===== src/rtl/cdb_writeback_arbiter.sv =====
// Common data bus writeback arbiter: buffers adder and mult/div results in per-unit FIFOs and
// broadcasts one result per cycle, round-robin between the two units when both have work.
module cdb_writeback_arbiter #(
    parameter int  DATA_W     = 16,
    parameter int  TAG_W      = 4,
    parameter int  FIFO_DEPTH = 2,
    localparam int PW         = $clog2(FIFO_DEPTH),
    localparam int CW         = PW + 1
) (
    input  logic              clock1,
    input  logic              rst_n,
    input  logic              flush,
    input  logic              add_valid,
    output logic              add_ready,
    input  logic [TAG_W-1:0]  add_tag,
    input  logic [DATA_W-1:0] add_data,
    input  logic              mul_valid,
    output logic              mul_ready,
    input  logic [TAG_W-1:0]  mul_tag,
    input  logic [DATA_W-1:0] mul_data,
    output logic              cdb_valid,
    output logic [TAG_W-1:0]  cdb_tag,
    output logic [DATA_W-1:0] cdb_data,
    output logic              cdb_src,
    output logic [CW-1:0]     add_cnt,
    output logic [CW-1:0]     mul_cnt
);

    // Unit index 0 = adder, 1 = mult/div; matches the encoding of cdb_src.
    logic [1:0]                          in_valid;
    logic [1:0][TAG_W-1:0]               in_tag;
    logic [1:0][DATA_W-1:0]              in_data;
    logic [1:0][CW-1:0]                  cnt;
    logic [1:0][TAG_W+DATA_W-1:0]        head;
    logic [1:0]                          unit_ready;
    logic [1:0]                          nonempty;
    logic [1:0]                          push;
    logic [1:0]                          pop;
    logic                                sel;
    logic                                any_req;

    logic              cdb_valid_q, cdb_valid_d;
    logic [TAG_W-1:0]  cdb_tag_q,   cdb_tag_d;
    logic [DATA_W-1:0] cdb_data_q,  cdb_data_d;
    logic              cdb_src_q,   cdb_src_d;
    logic              last_grant_q, last_grant_d;

    assign in_valid = {mul_valid, add_valid};
    assign in_tag   = {mul_tag, add_tag};
    assign in_data  = {mul_data, add_data};

    genvar gi;
    generate
        for (gi = 0; gi < 2; gi++) begin : g_fifo
            logic [TAG_W+DATA_W-1:0] mem [FIFO_DEPTH];
            logic [PW-1:0]           wr_ptr_q, wr_ptr_d;
            logic [PW-1:0]           rd_ptr_q, rd_ptr_d;
            logic [CW-1:0]           cnt_q,    cnt_d;

            always_comb begin
                wr_ptr_d = wr_ptr_q;
                rd_ptr_d = rd_ptr_q;
                cnt_d    = cnt_q;
                if (flush) begin
                    wr_ptr_d = '0;
                    rd_ptr_d = '0;
                    cnt_d    = '0;
                end else begin
                    if (push[gi]) wr_ptr_d = wr_ptr_q + PW'(1);
                    if (pop[gi])  rd_ptr_d = rd_ptr_q + PW'(1);
                    case ({push[gi], pop[gi]})
                        2'b10:   cnt_d = cnt_q + CW'(1);
                        2'b01:   cnt_d = cnt_q - CW'(1);
                        default: cnt_d = cnt_q;
                    endcase
                end
            end

            always_ff @(posedge clock1 or negedge rst_n) begin
                if (!rst_n) begin
                    wr_ptr_q <= '0;
                    rd_ptr_q <= '0;
                    cnt_q    <= '0;
                end else begin
                    wr_ptr_q <= wr_ptr_d;
                    rd_ptr_q <= rd_ptr_d;
                    cnt_q    <= cnt_d;
                end
            end

            // Payload storage needs no reset: occupancy alone decides what is valid.
            always_ff @(posedge clock1) begin
                if (push[gi]) mem[wr_ptr_q] <= {in_tag[gi], in_data[gi]};
            end

            assign cnt[gi]        = cnt_q;
            assign head[gi]       = mem[rd_ptr_q];
            assign unit_ready[gi] = (cnt_q != CW'(FIFO_DEPTH));
            assign nonempty[gi]   = (cnt_q != '0);
        end
    endgenerate

    always_comb begin
        any_req      = |nonempty;
        sel          = (nonempty == 2'b11) ? ~last_grant_q : nonempty[1];
        push         = in_valid & unit_ready & {2{~flush}};
        pop          = 2'b00;
        cdb_valid_d  = 1'b0;
        cdb_tag_d    = cdb_tag_q;
        cdb_data_d   = cdb_data_q;
        cdb_src_d    = cdb_src_q;
        last_grant_d = last_grant_q;
        if (any_req && !flush) begin
            pop[sel]                 = 1'b1;
            cdb_valid_d              = 1'b1;
            {cdb_tag_d, cdb_data_d}  = head[sel];
            cdb_src_d                = sel;
            last_grant_d             = sel;
        end
    end

    // last_grant resets to the mult/div side so the adder wins the first tie.
    always_ff @(posedge clock1 or negedge rst_n) begin
        if (!rst_n) begin
            cdb_valid_q  <= 1'b0;
            cdb_tag_q    <= '0;
            cdb_data_q   <= '0;
            cdb_src_q    <= 1'b0;
            last_grant_q <= 1'b1;
        end else begin
            cdb_valid_q  <= cdb_valid_d;
            cdb_tag_q    <= cdb_tag_d;
            cdb_data_q   <= cdb_data_d;
            cdb_src_q    <= cdb_src_d;
            last_grant_q <= last_grant_d;
        end
    end

    assign add_ready = unit_ready[0];
    assign mul_ready = unit_ready[1];
    assign add_cnt   = cnt[0];
    assign mul_cnt   = cnt[1];
    assign cdb_valid = cdb_valid_q;
    assign cdb_tag   = cdb_tag_q;
    assign cdb_data  = cdb_data_q;
    assign cdb_src   = cdb_src_q;

endmodule


===== config.mk =====
export PLATFORM = sky130hd
export DESIGN_NAME = cdb_writeback_arbiter
export DESIGN_NICKNAME = d
export VERILOG_FILES = /design/src/rtl/cdb_writeback_arbiter.sv
export SDC_FILE = /design/constraint.sdc
export NUM_CORES = 1
export LEC_CHECK = 0
export CORE_MARGIN = 2
export CORE_UTILIZATION = 45
export DETAILED_ROUTE_END_ITERATION = 7
export GPL_ROUTABILITY_DRIVEN = 1
export PLACE_DENSITY = 0.69
export SLEW_MARGIN = 20
export SYNTH_ARGS = -nofsm -noshare
export SYNTH_HDL_FRONTEND = slang
export SYNTH_SLANG_ARGS = --single-unit
export TNS_END_PERCENT = 1

===== constraint.sdc =====
create_clock -name clock1 -period 2.55 [get_ports clock1]
set_input_delay 0.765 -clock clock1 [delete_from_list [all_inputs] [get_ports clock1]]
set_output_delay 0.765 -clock clock1 [all_outputs]
set_load 0.05 [all_outputs]

==> out/summary.txt <==
Synth Warn #: 0
Worst path bufs/invs: 1
CTS Hold Bufs: 0
Post-CTS Setup Bufs: 0
ANT cells: 0
RSZ-0062 raised after global routing: false
H-tree depth: 3
# rows: 35
CP delay by family, top: buffers and inverters
Cell Chain, Critical Path: clkdlybuf4s50_1
Max Freq: 404 MHz
Combinational group share of total power: 23.2%
# DRC: 0
Clk root buf: clkbuf_8
Pint: 3050 µW
Slowest CP cell: clkdlybuf4s50_1
Synth top area share: 55.7%
Ys async rst share: 27.9%
Largest net degree at the start of global routing: 32
GRT Overall Usage: 16.6%
Net Sw Frac: 29.4%
Worst rel slew slack: 27.1%
Max-cap viol count: 0
Maximum vdd drop: 349 µV
Fin area: 5470 µm²
Most area-hungry cell type in the Yosys netlist: edfxtp_1
Status: finished, final reports clean
First-pass GRT wire length: 12.9 mm
Buffers on Ports: 72
Sink Count: 111
Share of power burned in registers: 51.6%
Worst setup margin: 74.2 ps
Layout area overhead: 27.0%
Initial DRC count: 196
Hold WS: 494 ps
CTS tree: yes
Hold/Removal Path Class: reg2reg
Tmin final: 2480 ps
Total die area: 10400 µm²
Synth cell types: 32
Pwr dens: 789 nW/µm²
NetSw: 1270 µW
Clk_lat worst skew: 350 ps
Gpl congestion: 0.756
Initial antenna violation count: 0
EDFF count, synth: 80
Fill count: 734
Synth cell count leaders: edfxtp_1 (80), dfrtp_1 (30), nor3_1 (22)
Syn avg cell area: 16.6 µm²
Die Y: 102 µm
Synth Register Bits: 111
Sequential element share of the synthesized area: 73.8%
Worst Max-Slew Pin Slew: 1090 ps
Area of the multi-input gates: 1040 µm²
Fin. Hold Viols: 0
Post-Synthesis Cells: 259
Crit path launch type: flop
Via count: 2438
Clock Path Buffers: 2
Overflow after GRT: 0
Critical path data arrival time: 1710 ps
Cts repair resizes: 0
Wire per inst: 17.6 µm
Num CTS Buffers: 9
Clk_skew: 8.61 ps
Worst-path clk slew: 90 ps
Chip width: 102 µm
Clock group share of total power: 25.3%
Crit Path Max Fanout: 9
Synth Flop Type: edfxtp_1
I/O Pins: 73
Share of cells above drive strength 1: 16.7%
Req. time, crit path: 1790 ps
Count leader, synth: edfxtp_1
Lkg Pwr: 0.00192 µW
Register area: 3180 µm²
Max-slew violations: 0
Setup crit end kind: output port
Initial Utilization: 46.4%
Dpl hpwl: 5.64 mm
# nets final: 381
# setup viols final: 0
Core area: 9280 µm²
Via density: 5.19
Placed inst area: 5260 µm²
Slowest cell delay on critical path: 860 ps
First drt pass iteration count: 4
Synth area leaders: edfxtp_1 (56%), dfrtp_1 (17%), mux2_2 (5.2%), a221o_1 (4.6%), mux2i_1 (4.6%)
Fin crit share: 97.1%
Dpl ws: 269 ps
Setup CP Type: reg2out
Mapped cell area: 4310 µm²
Synth Net Count: 304
Number of global-route vias before repair: 2504
Total Wirelength: 8.28 mm
Post-route ant nets: 0
==> logic make-up (layout without fill, tap and decap cells) <==
kind of cell | count (synthesis) | after routing | synth area share (%)
AO/OA/AOI/OAI | 40 | 40 | 7.61
buffers and inverters | 21 | 103 | 2.61
flip-flops | 111 | 111 | 73.8
multiplexers | 40 | 40 | 9.87
AND/OR/NAND/NOR | 47 | 47 | 6.15
==> stage by stage <==
step | total power, µW | utilization (%) | std cells | TNS [ps]
5_1_grt | 4470 | 59.0 | 470 | 0
6_report | 4320 | 59.0 | 470 | 0
3_3_place_gp | 3260 | 56.6 | 454 | 0
3_5_place_dp | 3280 | 56.6 | 454 | 0
4_1_cts | 4360 | 59.0 | 470 | 0
2_1_floorplan | 2870 | - | 259 | -9190
==> cell type report <==
| type | instances | area share (%) |
|---|---|---|
| timing repair buffer | 82 | 15.6 |
| multi-input combinational | 127 | 19.1 |
| clock buffer | 12 | 3.02 |
| tap | 129 | 2.95 |
| clock inverter | 4 | 0.937 |
| inverter | 5 | 0.343 |
| sequential | 111 | 58.1 |
==> path summary, 6_finish.rpt <==
kind                            depth (start not counted)  slack, ps            to                from
worst min register to register                          1        490       cdb_src             cdb_src
worst max register to register                          3        590   cdb_data[7]  g_fifo[0].rd_ptr_q
worst min-delay path                                    1        490       cdb_src             cdb_src
min in group asynchronous                               2        810    cdb_tag[1]               rst_n
max in group asynchronous                               2       1400  last_grant_q               rst_n
worst max-delay path                                    1         70    add_cnt[0]          add_cnt[0]
==> power groups by stage <==
stage | registers [µW] | clock network (µW) | logic (µW)
after global routing | 2250 | 1170 | 1050
after detailed placement | 2270 | 0 | 1010
final | 2230 | 1090 | 1000
after global placement | 2270 | 0 | 996
after CTS | 2230 | 1120 | 1010
after floorplan | 2550 | 0 | 319
==> per-layer routing <==
metal  GRT usage (%)  routed length, µm  share of wire [%]
met2            25.9               3970                 48
met3            2.33                359                4.3
met1            23.7               3810                 46
met4            7.18                137                1.7
met5               0                  0                  0
==> cell usage in the layout, fill, tap and decap left out, drive strengths merged, types with 2 or more instances in the layout <==
master | netlist | layout
edfxtp | 80 | 80
clkdlybuf4s50 | 0 | 70
dfrtp | 30 | 30
nor3 | 23 | 23
mux2 | 20 | 20
mux2i | 20 | 20
a221o | 20 | 20
clkbuf | 2 | 12
buf | 14 | 12
nand2 | 6 | 6
inv | 5 | 6
a21o | 4 | 4
nand3 | 4 | 4
a31oi | 4 | 4
o21ai | 4 | 4
or3 | 4 | 4
a21oi | 4 | 4
nand3b | 2 | 2
nand4b | 2 | 2
nor2 | 2 | 2
nor3b | 2 | 2
==> state kept, by name, indices dropped and copies added (netlist names) <==
signal / cells
cdb_valid: 1
add_cnt: 2
last_grant_q: 1
cdb_src: 1
cdb_data: 16
g_fifo.rd_ptr_q: 2
cdb_tag: 4
mul_cnt: 2
g_fifo.mem: 80
g_fifo.wr_ptr_q: 2
Note: power is estimated with default switching activity, not from simulation.
